## src/rtl/ddr_ui_adapter.sv

```systemverilog
// ddr_ui_adapter
// Bridges the cache-side command/beat interface onto the MIG native UI.
// Commands, packed write words and returned read words are each buffered
// in a small FIFO. One issue FSM serialises UI transactions: a write sends
// its data word first, then the command. A read is issued only when the
// read-data FIFO is guaranteed to have room for its return word.
// All FIFO depths are assumed to be powers of two (pointers wrap naturally).
`timescale 1ns/1ps
module ddr_ui_adapter #(
    parameter int CMD_DEPTH   = 4,
    parameter int WDATA_DEPTH = 4,
    parameter int RDATA_DEPTH = 4
) (
    input  logic         clk_i,
    input  logic         rst_n_i,
    input  logic [26:0]  address_i,
    input  logic         write_i,
    input  logic         read_i,
    input  logic         push_i,
    input  logic [63:0]  write_data_i,
    input  logic [7:0]   write_mask_i,
    input  logic         pull_i,
    output logic [63:0]  read_data_o,
    output logic         read_valid_o,
    output logic         ready_o,
    output logic         idle_o,
    output logic         error_o,
    input  logic         init_calib_complete_i,
    output logic [26:0]  app_addr_o,
    output logic [2:0]   app_cmd_o,
    output logic         app_en_o,
    input  logic         app_rdy_i,
    output logic [127:0] app_wdf_data_o,
    output logic [15:0]  app_wdf_mask_o,
    output logic         app_wdf_wren_o,
    output logic         app_wdf_end_o,
    input  logic         app_wdf_rdy_i,
    input  logic [127:0] app_rd_data_i,
    input  logic         app_rd_data_valid_i,
    input  logic         app_rd_data_end_i
);

    localparam int CAW = $clog2(CMD_DEPTH);
    localparam int CCW = CAW + 1;
    localparam int WAW = $clog2(WDATA_DEPTH);
    localparam int WCW = WAW + 1;
    localparam int RAW = $clog2(RDATA_DEPTH);
    localparam int RCW = RAW + 1;
    localparam int SUMW = RCW + 1;

    localparam logic [2:0] UI_CMD_WRITE = 3'b000;
    localparam logic [2:0] UI_CMD_READ  = 3'b001;

    typedef enum logic [1:0] {
        ST_IDLE  = 2'd0,
        ST_WDATA = 2'd1,
        ST_WCMD  = 2'd2,
        ST_RCMD  = 2'd3
    } state_t;

    // ------------------------------------------------------------------
    // Command FIFO: entry = {is_write, burst-aligned address}
    // ------------------------------------------------------------------
    logic [27:0]    cmd_mem_r [CMD_DEPTH];
    logic [CAW-1:0] cmd_wptr_r;
    logic [CAW-1:0] cmd_rptr_r;
    logic [CCW-1:0] cmd_cnt_r;
    logic           cmd_full_s;
    logic           cmd_empty_s;
    logic           cmd_req_s;
    logic           cmd_push_s;
    logic           cmd_pop_s;
    logic           cmd_drop_s;
    logic           cmd_both_s;
    logic [27:0]    cmd_wdata_s;
    logic [27:0]    cmd_head_s;

    // ------------------------------------------------------------------
    // Write packer and write-data FIFO: entry = {byte_en[15:0], data[127:0]}
    // ------------------------------------------------------------------
    logic           pk_valid_r;
    logic [63:0]    pk_data_r;
    logic [7:0]     pk_be_r;
    logic           pk_load_s;
    logic [143:0]   wd_entry_s;
    logic [143:0]   wd_mem_r [WDATA_DEPTH];
    logic [WAW-1:0] wd_wptr_r;
    logic [WAW-1:0] wd_rptr_r;
    logic [WCW-1:0] wd_cnt_r;
    logic           wd_full_s;
    logic           wd_empty_s;
    logic           wd_push_s;
    logic           wd_pop_s;
    logic           wd_drop_s;
    logic [143:0]   wd_head_s;

    // ------------------------------------------------------------------
    // Read-data FIFO, unpack pointer and outstanding-read counter
    // ------------------------------------------------------------------
    logic [127:0]   rd_mem_r [RDATA_DEPTH];
    logic [RAW-1:0] rd_wptr_r;
    logic [RAW-1:0] rd_rptr_r;
    logic [RCW-1:0] rd_cnt_r;
    logic           rd_full_s;
    logic           rd_empty_s;
    logic           rd_req_s;
    logic           rd_push_s;
    logic           rd_pop_s;
    logic           rd_drop_s;
    logic           rd_pull_s;
    logic [127:0]   rd_head_s;
    logic           half_r;
    logic [RCW-1:0] out_cnt_r;
    logic           out_inc_s;
    logic           out_dec_s;
    logic           out_uflow_s;
    logic           credit_ok_s;

    // ------------------------------------------------------------------
    // Issue FSM state and registered UI outputs
    // ------------------------------------------------------------------
    state_t         state_r;
    state_t         state_nxt_s;
    logic           app_en_r,       app_en_nxt_s;
    logic [2:0]     app_cmd_r,      app_cmd_nxt_s;
    logic [26:0]    app_addr_r,     app_addr_nxt_s;
    logic           app_wren_r,     app_wren_nxt_s;
    logic           app_wend_r,     app_wend_nxt_s;
    logic [127:0]   app_wdata_r,    app_wdata_nxt_s;
    logic [15:0]    app_wmask_r,    app_wmask_nxt_s;
    logic           error_r;

    // FIFO status decodes and head entries
    always_comb begin
        cmd_full_s  = (cmd_cnt_r == CCW'(CMD_DEPTH));
        cmd_empty_s = (cmd_cnt_r == CCW'(0));
        cmd_head_s  = cmd_mem_r[cmd_rptr_r];
        wd_full_s   = (wd_cnt_r == WCW'(WDATA_DEPTH));
        wd_empty_s  = (wd_cnt_r == WCW'(0));
        wd_head_s   = wd_mem_r[wd_rptr_r];
        rd_full_s   = (rd_cnt_r == RCW'(RDATA_DEPTH));
        rd_empty_s  = (rd_cnt_r == RCW'(0));
        rd_head_s   = rd_mem_r[rd_rptr_r];
        credit_ok_s = (({1'b0, out_cnt_r} + {1'b0, rd_cnt_r}) < SUMW'(RDATA_DEPTH));
    end

    // Command capture: a simultaneous write/read keeps the write and flags an error
    always_comb begin
        cmd_req_s   = write_i | read_i;
        cmd_both_s  = write_i & read_i;
        cmd_wdata_s = {write_i, address_i[26:3], 3'b000};
        cmd_push_s  = cmd_req_s & ~(cmd_full_s & ~cmd_pop_s);
        cmd_drop_s  = cmd_req_s & cmd_full_s & ~cmd_pop_s;
    end

    // Command FIFO storage and pointers
    always_ff @(posedge clk_i or negedge rst_n_i) begin
        if (!rst_n_i) begin
            for (int i = 0; i < CMD_DEPTH; i++) begin
                cmd_mem_r[i] <= 28'h0;
            end
            cmd_wptr_r <= CAW'(0);
            cmd_rptr_r <= CAW'(0);
            cmd_cnt_r  <= CCW'(0);
        end else begin
            if (cmd_push_s) begin
                cmd_mem_r[cmd_wptr_r] <= cmd_wdata_s;
                cmd_wptr_r            <= cmd_wptr_r + CAW'(1);
            end
            if (cmd_pop_s) begin
                cmd_rptr_r <= cmd_rptr_r + CAW'(1);
            end
            case ({cmd_push_s, cmd_pop_s})
                2'b10:   cmd_cnt_r <= cmd_cnt_r + CCW'(1);
                2'b01:   cmd_cnt_r <= cmd_cnt_r - CCW'(1);
                default: cmd_cnt_r <= cmd_cnt_r;
            endcase
        end
    end

    // Packer commit: a held low beat always commits on the following cycle,
    // merged with a new beat if one arrives, otherwise with the high half disabled
    always_comb begin
        pk_load_s = push_i & ~pk_valid_r;
        if (push_i) begin
            wd_entry_s = {write_mask_i, pk_be_r, write_data_i, pk_data_r};
        end else begin
            wd_entry_s = {8'h00, pk_be_r, 64'h0, pk_data_r};
        end
        wd_push_s = pk_valid_r & ~(wd_full_s & ~wd_pop_s);
        wd_drop_s = pk_valid_r & wd_full_s & ~wd_pop_s;
    end

    // Packer low-half holding register
    always_ff @(posedge clk_i or negedge rst_n_i) begin
        if (!rst_n_i) begin
            pk_valid_r <= 1'b0;
            pk_data_r  <= 64'h0;
            pk_be_r    <= 8'h00;
        end else if (pk_load_s) begin
            pk_valid_r <= 1'b1;
            pk_data_r  <= write_data_i;
            pk_be_r    <= write_mask_i;
        end else begin
            pk_valid_r <= 1'b0;
        end
    end

    // Write-data FIFO storage and pointers
    always_ff @(posedge clk_i or negedge rst_n_i) begin
        if (!rst_n_i) begin
            for (int i = 0; i < WDATA_DEPTH; i++) begin
                wd_mem_r[i] <= 144'h0;
            end
            wd_wptr_r <= WAW'(0);
            wd_rptr_r <= WAW'(0);
            wd_cnt_r  <= WCW'(0);
        end else begin
            if (wd_push_s) begin
                wd_mem_r[wd_wptr_r] <= wd_entry_s;
                wd_wptr_r           <= wd_wptr_r + WAW'(1);
            end
            if (wd_pop_s) begin
                wd_rptr_r <= wd_rptr_r + WAW'(1);
            end
            case ({wd_push_s, wd_pop_s})
                2'b10:   wd_cnt_r <= wd_cnt_r + WCW'(1);
                2'b01:   wd_cnt_r <= wd_cnt_r - WCW'(1);
                default: wd_cnt_r <= wd_cnt_r;
            endcase
        end
    end

    // Issue FSM next state; UI outputs only change on transitions
    always_comb begin
        state_nxt_s     = state_r;
        app_en_nxt_s    = app_en_r;
        app_cmd_nxt_s   = app_cmd_r;
        app_addr_nxt_s  = app_addr_r;
        app_wren_nxt_s  = app_wren_r;
        app_wend_nxt_s  = app_wend_r;
        app_wdata_nxt_s = app_wdata_r;
        app_wmask_nxt_s = app_wmask_r;
        wd_pop_s        = 1'b0;
        cmd_pop_s       = 1'b0;
        out_inc_s       = 1'b0;
        case (state_r)
            ST_IDLE: begin
                if (init_calib_complete_i && !cmd_empty_s && cmd_head_s[27] && !wd_empty_s) begin
                    state_nxt_s     = ST_WDATA;
                    app_wren_nxt_s  = 1'b1;
                    app_wend_nxt_s  = 1'b1;
                    app_wdata_nxt_s = wd_head_s[127:0];
                    app_wmask_nxt_s = ~wd_head_s[143:128];
                    app_addr_nxt_s  = cmd_head_s[26:0];
                end else if (init_calib_complete_i && !cmd_empty_s && !cmd_head_s[27] && credit_ok_s) begin
                    state_nxt_s    = ST_RCMD;
                    app_en_nxt_s   = 1'b1;
                    app_cmd_nxt_s  = UI_CMD_READ;
                    app_addr_nxt_s = cmd_head_s[26:0];
                end else begin
                    state_nxt_s = ST_IDLE;
                end
            end
            ST_WDATA: begin
                if (app_wdf_rdy_i) begin
                    wd_pop_s       = 1'b1;
                    state_nxt_s    = ST_WCMD;
                    app_wren_nxt_s = 1'b0;
                    app_wend_nxt_s = 1'b0;
                    app_en_nxt_s   = 1'b1;
                    app_cmd_nxt_s  = UI_CMD_WRITE;
                end else begin
                    state_nxt_s = ST_WDATA;
                end
            end
            ST_WCMD: begin
                if (app_rdy_i) begin
                    cmd_pop_s    = 1'b1;
                    state_nxt_s  = ST_IDLE;
                    app_en_nxt_s = 1'b0;
                end else begin
                    state_nxt_s = ST_WCMD;
                end
            end
            ST_RCMD: begin
                if (app_rdy_i) begin
                    cmd_pop_s    = 1'b1;
                    out_inc_s    = 1'b1;
                    state_nxt_s  = ST_IDLE;
                    app_en_nxt_s = 1'b0;
                end else begin
                    state_nxt_s = ST_RCMD;
                end
            end
            default: begin
                state_nxt_s    = ST_IDLE;
                app_en_nxt_s   = 1'b0;
                app_wren_nxt_s = 1'b0;
                app_wend_nxt_s = 1'b0;
            end
        endcase
    end

    // Issue FSM state and UI output registers
    always_ff @(posedge clk_i or negedge rst_n_i) begin
        if (!rst_n_i) begin
            state_r     <= ST_IDLE;
            app_en_r    <= 1'b0;
            app_cmd_r   <= 3'b000;
            app_addr_r  <= 27'h0;
            app_wren_r  <= 1'b0;
            app_wend_r  <= 1'b0;
            app_wdata_r <= 128'h0;
            app_wmask_r <= 16'h0000;
        end else begin
            state_r     <= state_nxt_s;
            app_en_r    <= app_en_nxt_s;
            app_cmd_r   <= app_cmd_nxt_s;
            app_addr_r  <= app_addr_nxt_s;
            app_wren_r  <= app_wren_nxt_s;
            app_wend_r  <= app_wend_nxt_s;
            app_wdata_r <= app_wdata_nxt_s;
            app_wmask_r <= app_wmask_nxt_s;
        end
    end

    // Read return and unpack control; a return with nothing outstanding is a protocol error
    always_comb begin
        rd_req_s    = app_rd_data_valid_i & app_rd_data_end_i;
        rd_pull_s   = pull_i & ~rd_empty_s;
        rd_pop_s    = rd_pull_s & half_r;
        rd_push_s   = rd_req_s & ~(rd_full_s & ~rd_pop_s);
        rd_drop_s   = rd_req_s & rd_full_s & ~rd_pop_s;
        out_dec_s   = rd_req_s & (out_cnt_r != RCW'(0));
        out_uflow_s = rd_req_s & (out_cnt_r == RCW'(0));
    end

    // Read-data FIFO storage and pointers
    always_ff @(posedge clk_i or negedge rst_n_i) begin
        if (!rst_n_i) begin
            for (int i = 0; i < RDATA_DEPTH; i++) begin
                rd_mem_r[i] <= 128'h0;
            end
            rd_wptr_r <= RAW'(0);
            rd_rptr_r <= RAW'(0);
            rd_cnt_r  <= RCW'(0);
        end else begin
            if (rd_push_s) begin
                rd_mem_r[rd_wptr_r] <= app_rd_data_i;
                rd_wptr_r           <= rd_wptr_r + RAW'(1);
            end
            if (rd_pop_s) begin
                rd_rptr_r <= rd_rptr_r + RAW'(1);
            end
            case ({rd_push_s, rd_pop_s})
                2'b10:   rd_cnt_r <= rd_cnt_r + RCW'(1);
                2'b01:   rd_cnt_r <= rd_cnt_r - RCW'(1);
                default: rd_cnt_r <= rd_cnt_r;
            endcase
        end
    end

    // Half pointer: low half first, popping the entry after the high half
    always_ff @(posedge clk_i or negedge rst_n_i) begin
        if (!rst_n_i) begin
            half_r <= 1'b0;
        end else if (rd_pull_s) begin
            half_r <= ~half_r;
        end else begin
            half_r <= half_r;
        end
    end

    // Outstanding read counter; simultaneous issue and return cancel out
    always_ff @(posedge clk_i or negedge rst_n_i) begin
        if (!rst_n_i) begin
            out_cnt_r <= RCW'(0);
        end else begin
            case ({out_inc_s, out_dec_s})
                2'b10:   out_cnt_r <= out_cnt_r + RCW'(1);
                2'b01:   out_cnt_r <= out_cnt_r - RCW'(1);
                default: out_cnt_r <= out_cnt_r;
            endcase
        end
    end

    // Sticky error flag collecting every dropped strobe or word
    always_ff @(posedge clk_i or negedge rst_n_i) begin
        if (!rst_n_i) begin
            error_r <= 1'b0;
        end else begin
            error_r <= error_r | cmd_drop_s | cmd_both_s | wd_drop_s | rd_drop_s | out_uflow_s;
        end
    end

    assign app_en_o       = app_en_r;
    assign app_cmd_o      = app_cmd_r;
    assign app_addr_o     = app_addr_r;
    assign app_wdf_wren_o = app_wren_r;
    assign app_wdf_end_o  = app_wend_r;
    assign app_wdf_data_o = app_wdata_r;
    assign app_wdf_mask_o = app_wmask_r;
    assign error_o        = error_r;
    assign read_valid_o   = ~rd_empty_s;
    assign read_data_o    = half_r ? rd_head_s[127:64] : rd_head_s[63:0];
    assign ready_o        = init_calib_complete_i & ~cmd_full_s & ~wd_full_s & ~pk_valid_r;
    assign idle_o         = (state_r == ST_IDLE) & cmd_empty_s & wd_empty_s & rd_empty_s
                            & ~pk_valid_r & (out_cnt_r == RCW'(0));

endmodule
```

## config.mk

```make
export PLATFORM = sky130hd
export DESIGN_NAME = ddr_ui_adapter
export DESIGN_NICKNAME = d
export VERILOG_FILES = /design/src/rtl/ddr_ui_adapter.sv
export SDC_FILE = /design/constraint.sdc
export NUM_CORES = 2
export LEC_CHECK = 0
export BUFFER_PORTS_ARGS = -buffer_cell sky130_fd_sc_hd__buf_2
export CAP_MARGIN = 10
export CORE_MARGIN = 4
export CORE_UTILIZATION = 45
export CTS_CLUSTER_SIZE = 20
export DETAILED_ROUTE_END_ITERATION = 8
export GPL_ROUTABILITY_DRIVEN = 1
export REMOVE_ABC_BUFFERS = 1
export SYNTH_ARGS = -nofsm -noshare
export SYNTH_HDL_FRONTEND = slang
export SYNTH_SLANG_ARGS = --single-unit
```

## constraint.sdc

```tcl
create_clock -name clk_i -period 3.2 [get_ports clk_i]
set_input_delay 0.32 -clock clk_i [delete_from_list [all_inputs] [get_ports clk_i]]
set_output_delay 0.32 -clock clk_i [all_outputs]
set_load 0.02 [all_outputs]
```

==> results.ini <==
[min_path]
holdCritPathClass=input port to asynchronous set/reset pin

[global_routing]
via_count_of_the_first_global_routing_pass=39200
overflow=0
grt_usage=0.206
wire_length_of_the_first_global_routing_pass_um=231000
grt_antenna_before_repair=29
grt_start_max_net_pins=100

[timing]
timing.final.hold_violations=0
min_period_ps=3050
final.period_utilization=0.954
rsz0062_at_grt=no
worstMarginPinSlew_ps=749
maxSlewViolCount=0
clock-skew-final_ps=24.2
final.hold.worst_slack_ps=151
max_freq_mhz=328
final-setup-viol-count=0
slew_headroom=0.501

[place]
post-dp-hpwl_um=89300
io_buffer_count=474
gpl.final_weighted_congestion=0.750
dpl_cell_area_um2=67000

[route]
detailroute.via_count=36500
routed_wl_um=145000
detail_route.iter0.violations=1826
route.antenna.remaining_nets=0
first_pass_iters=5
remaining_drc_errors=0
dr_vias_cell=5.36
route.detailed.wl_per_inst_um=21.2

[logic_synthesis]
post_synth_edffs=0
yosys_warnings=0
synthArstFlopShare=1.00
synth_cells=4191
dominantRegCellSynth=sky130_fd_sc_hd__dfrtp_1
synth.lib_cells_used.distinct=46
flop_and_latch_count_out_of_synthesis=1460
synth_largest_area_cell=sky130_fd_sc_hd__dfrtp_1
yosys.cell_count.top_type=sky130_fd_sc_hd__dfrtp_1
synthTopCellsByCount=1,460 x sky130_fd_sc_hd__dfrtp_1, 1,116 x sky130_fd_sc_hd__mux2_2, 613 x sky130_fd_sc_hd__nand2_1
synth_top_area_share=0.590
synth.yosys.seq_area_share=0.590
syn-mean-instance-area_um2=14.8
yosys-top-cells-area=sky130_fd_sc_hd__dfrtp_1 59%, sky130_fd_sc_hd__mux2_2 20%, sky130_fd_sc_hd__mux4_2 11%
synth_area_um2=61900

[clocking]
max-clock-path-buffers=3
tritoncts.num_buffers=158
worst_skew_pair.late_latency_ps=770
cts_htree_levels=4
clock_tree.root_cell=sky130_fd_sc_hd__clkbuf_16
clock_sink_count=1460
clk_transition_reported_paths_ps=50
cts_tree=done

[worst_setup_path]
setup.worst_path.class=flop to primary output
worst-endpoint-arrival_ps=2730
required_ps=2880
critical_path.endpoint_type=primary output
cp_max_fo=34
r2r_start=wd_cnt_r[0]$_DFFE_PN0P_
worstSetupStartpointType=flop
crit_path_start=rd_rptr_r[0]$_DFFE_PN0P_

[final_layout]
post_route_cells_drive_above_1_share=0.451
relative_area_change_from_synthesis_to_final_layout_pct=20.4
final_util=0.548
final_design_area_no_fill_um2=74600
finalNetCount=5158

[floorplan]
design.die.area_um2=144000
floorplan.rows=135
design.core.area_um2=136000
chipWidth_um=379
start_util=0.455
ioPinCount=483
die_height_um=379

[pwr]
vdd.ir_drop.worst_uv=792
power_per_cell_area_nw_per_um2=1050
total_leakage_power_nw=34.0

[run]
max_cap_viol_count=0

[status]
run_status=finished clean

-- layout make-up --
cell class / instances / area (µm²)
clock inverters: 32 / 445
inverters: 22 / 83.8
well taps: 1781 / 2230
diodes: 18 / 45.0
repair buffers: 826 / 6380
clock buffers: 240 / 4750
flip-flops and latches: 1460 / 36600
fillers: 11200 / 61600
multi-input cells: 2431 / 24100
-- layout by cell type (no fill, tap or decap), types with 3 or more instances in the layout --
| cell | count |
|---|---|
| sky130_fd_sc_hd__buf_12 | 61 |
| sky130_fd_sc_hd__buf_2 | 472 |
| sky130_fd_sc_hd__buf_4 | 60 |
| sky130_fd_sc_hd__bufinv_16 | 7 |
| sky130_fd_sc_hd__clkbuf_1 | 41 |
| sky130_fd_sc_hd__clkbuf_16 | 165 |
| sky130_fd_sc_hd__clkbuf_8 | 34 |
| sky130_fd_sc_hd__clkinv_2 | 18 |
| sky130_fd_sc_hd__conb_1 | 5 |
| sky130_fd_sc_hd__dfrtp_1 | 1455 |
| sky130_fd_sc_hd__dfrtp_4 | 5 |
| sky130_fd_sc_hd__diode_2 | 18 |
| sky130_fd_sc_hd__dlygate4sd3_1 | 231 |
| sky130_fd_sc_hd__fa_1 | 4 |
| sky130_fd_sc_hd__ha_1 | 17 |
| sky130_fd_sc_hd__inv_1 | 21 |
| sky130_fd_sc_hd__mux2_2 | 1116 |
| sky130_fd_sc_hd__mux2i_1 | 5 |
| sky130_fd_sc_hd__mux4_2 | 296 |
| sky130_fd_sc_hd__nand2_1 | 609 |
| sky130_fd_sc_hd__nand2_4 | 4 |
| sky130_fd_sc_hd__nor2_1 | 8 |
| sky130_fd_sc_hd__nor3_1 | 5 |
| sky130_fd_sc_hd__o211ai_4 | 4 |
| sky130_fd_sc_hd__o21ai_0 | 306 |
| sky130_fd_sc_hd__or3_1 | 3 |
| sky130_fd_sc_hd__xnor2_1 | 13 |
| sky130_fd_sc_hd__xor2_1 | 8 |
-- registers in the layout, summed over array words and instances (netlist names), 8 cells and up --
signal and flops:
app_wdf_data_o 128, app_addr_o 24, pk_be_r 8, rd_mem_r 512
app_wdf_mask_o 16, wd_mem_r 576, cmd_mem_r 100, pk_data_r 64
-- logic make-up after synthesis --
| group | Yosys count | share of synthesized area |
|---|---|---|
| AOI/OAI and AO/OA | 325 | 0.0278 |
| DFF | 1460 | 0.590 |
| adders and majority gates | 21 | 0.00473 |
| other | 1 | 0.0000605 |
| muxes | 1419 | 0.312 |
| buffers and inverters | 304 | 0.0229 |
| xor gates and xnor gates | 21 | 0.00297 |
| and+or+nand+nor | 640 | 0.0398 |
-- layer usage --
layer  track usage  up-vias  wire length [µm]
met5             0        -                71
met4        0.0488       10              2600
met3        0.0489      186              7750
met2         0.341      639             70600
met1         0.278    19200             63600
li1              -    16500                 -
-- critical path, stage by stage, from the launching register on --
cell	delay, ps
sky130_fd_sc_hd__dfrtp_4	570
sky130_fd_sc_hd__buf_12	310
sky130_fd_sc_hd__mux4_2	550
sky130_fd_sc_hd__mux2_2	330
sky130_fd_sc_hd__buf_2	180
-- report_power, final --
part	internal [mW]	switching, mW
Clock	10.8	7.38
Sequential	26.8	4.32
Combinational	15.7	13.3
-- per-stage QoR --
stage,setup WS (ps),power [mW],TNS (ps),std cells
finish,148,78.3,0,6810
CTS,20.4,79.4,0,6792
global placement,787,59.8,0,6286
global route,0.371,83.2,0,6799
detailed placement,787,60.6,0,6286
floorplan,-3400,51.9,-3215200,3913
-- timing repair --
action                     4_1_cts  5_1_grt
hold buffers                   231        0
hold endpoints to repair      1189        0
setup endpoints to repair       37        0
gates resized for setup          2        0
buffers inserted                 3        0
-- worst paths after layout --
kind,to,slack (ps),depth (start not counted)
min in group clk_i,error_o$_DFF_PN0_,190,4
setup / recovery,read_data_o[4],150,4
setup reg to reg,wd_cnt_r[2]$_DFFE_PN0P_,830,8
hold reg to reg,wd_mem_r[556]$_DFFE_PN0P_,480,2
hold / removal,app_wdf_data_o[116]$_DFFE_PN0P_,150,2
max in group asynchronous,rd_mem_r[167]$_DFFE_PN0P_,2020,3
Power figures use the tool's default switching activity.
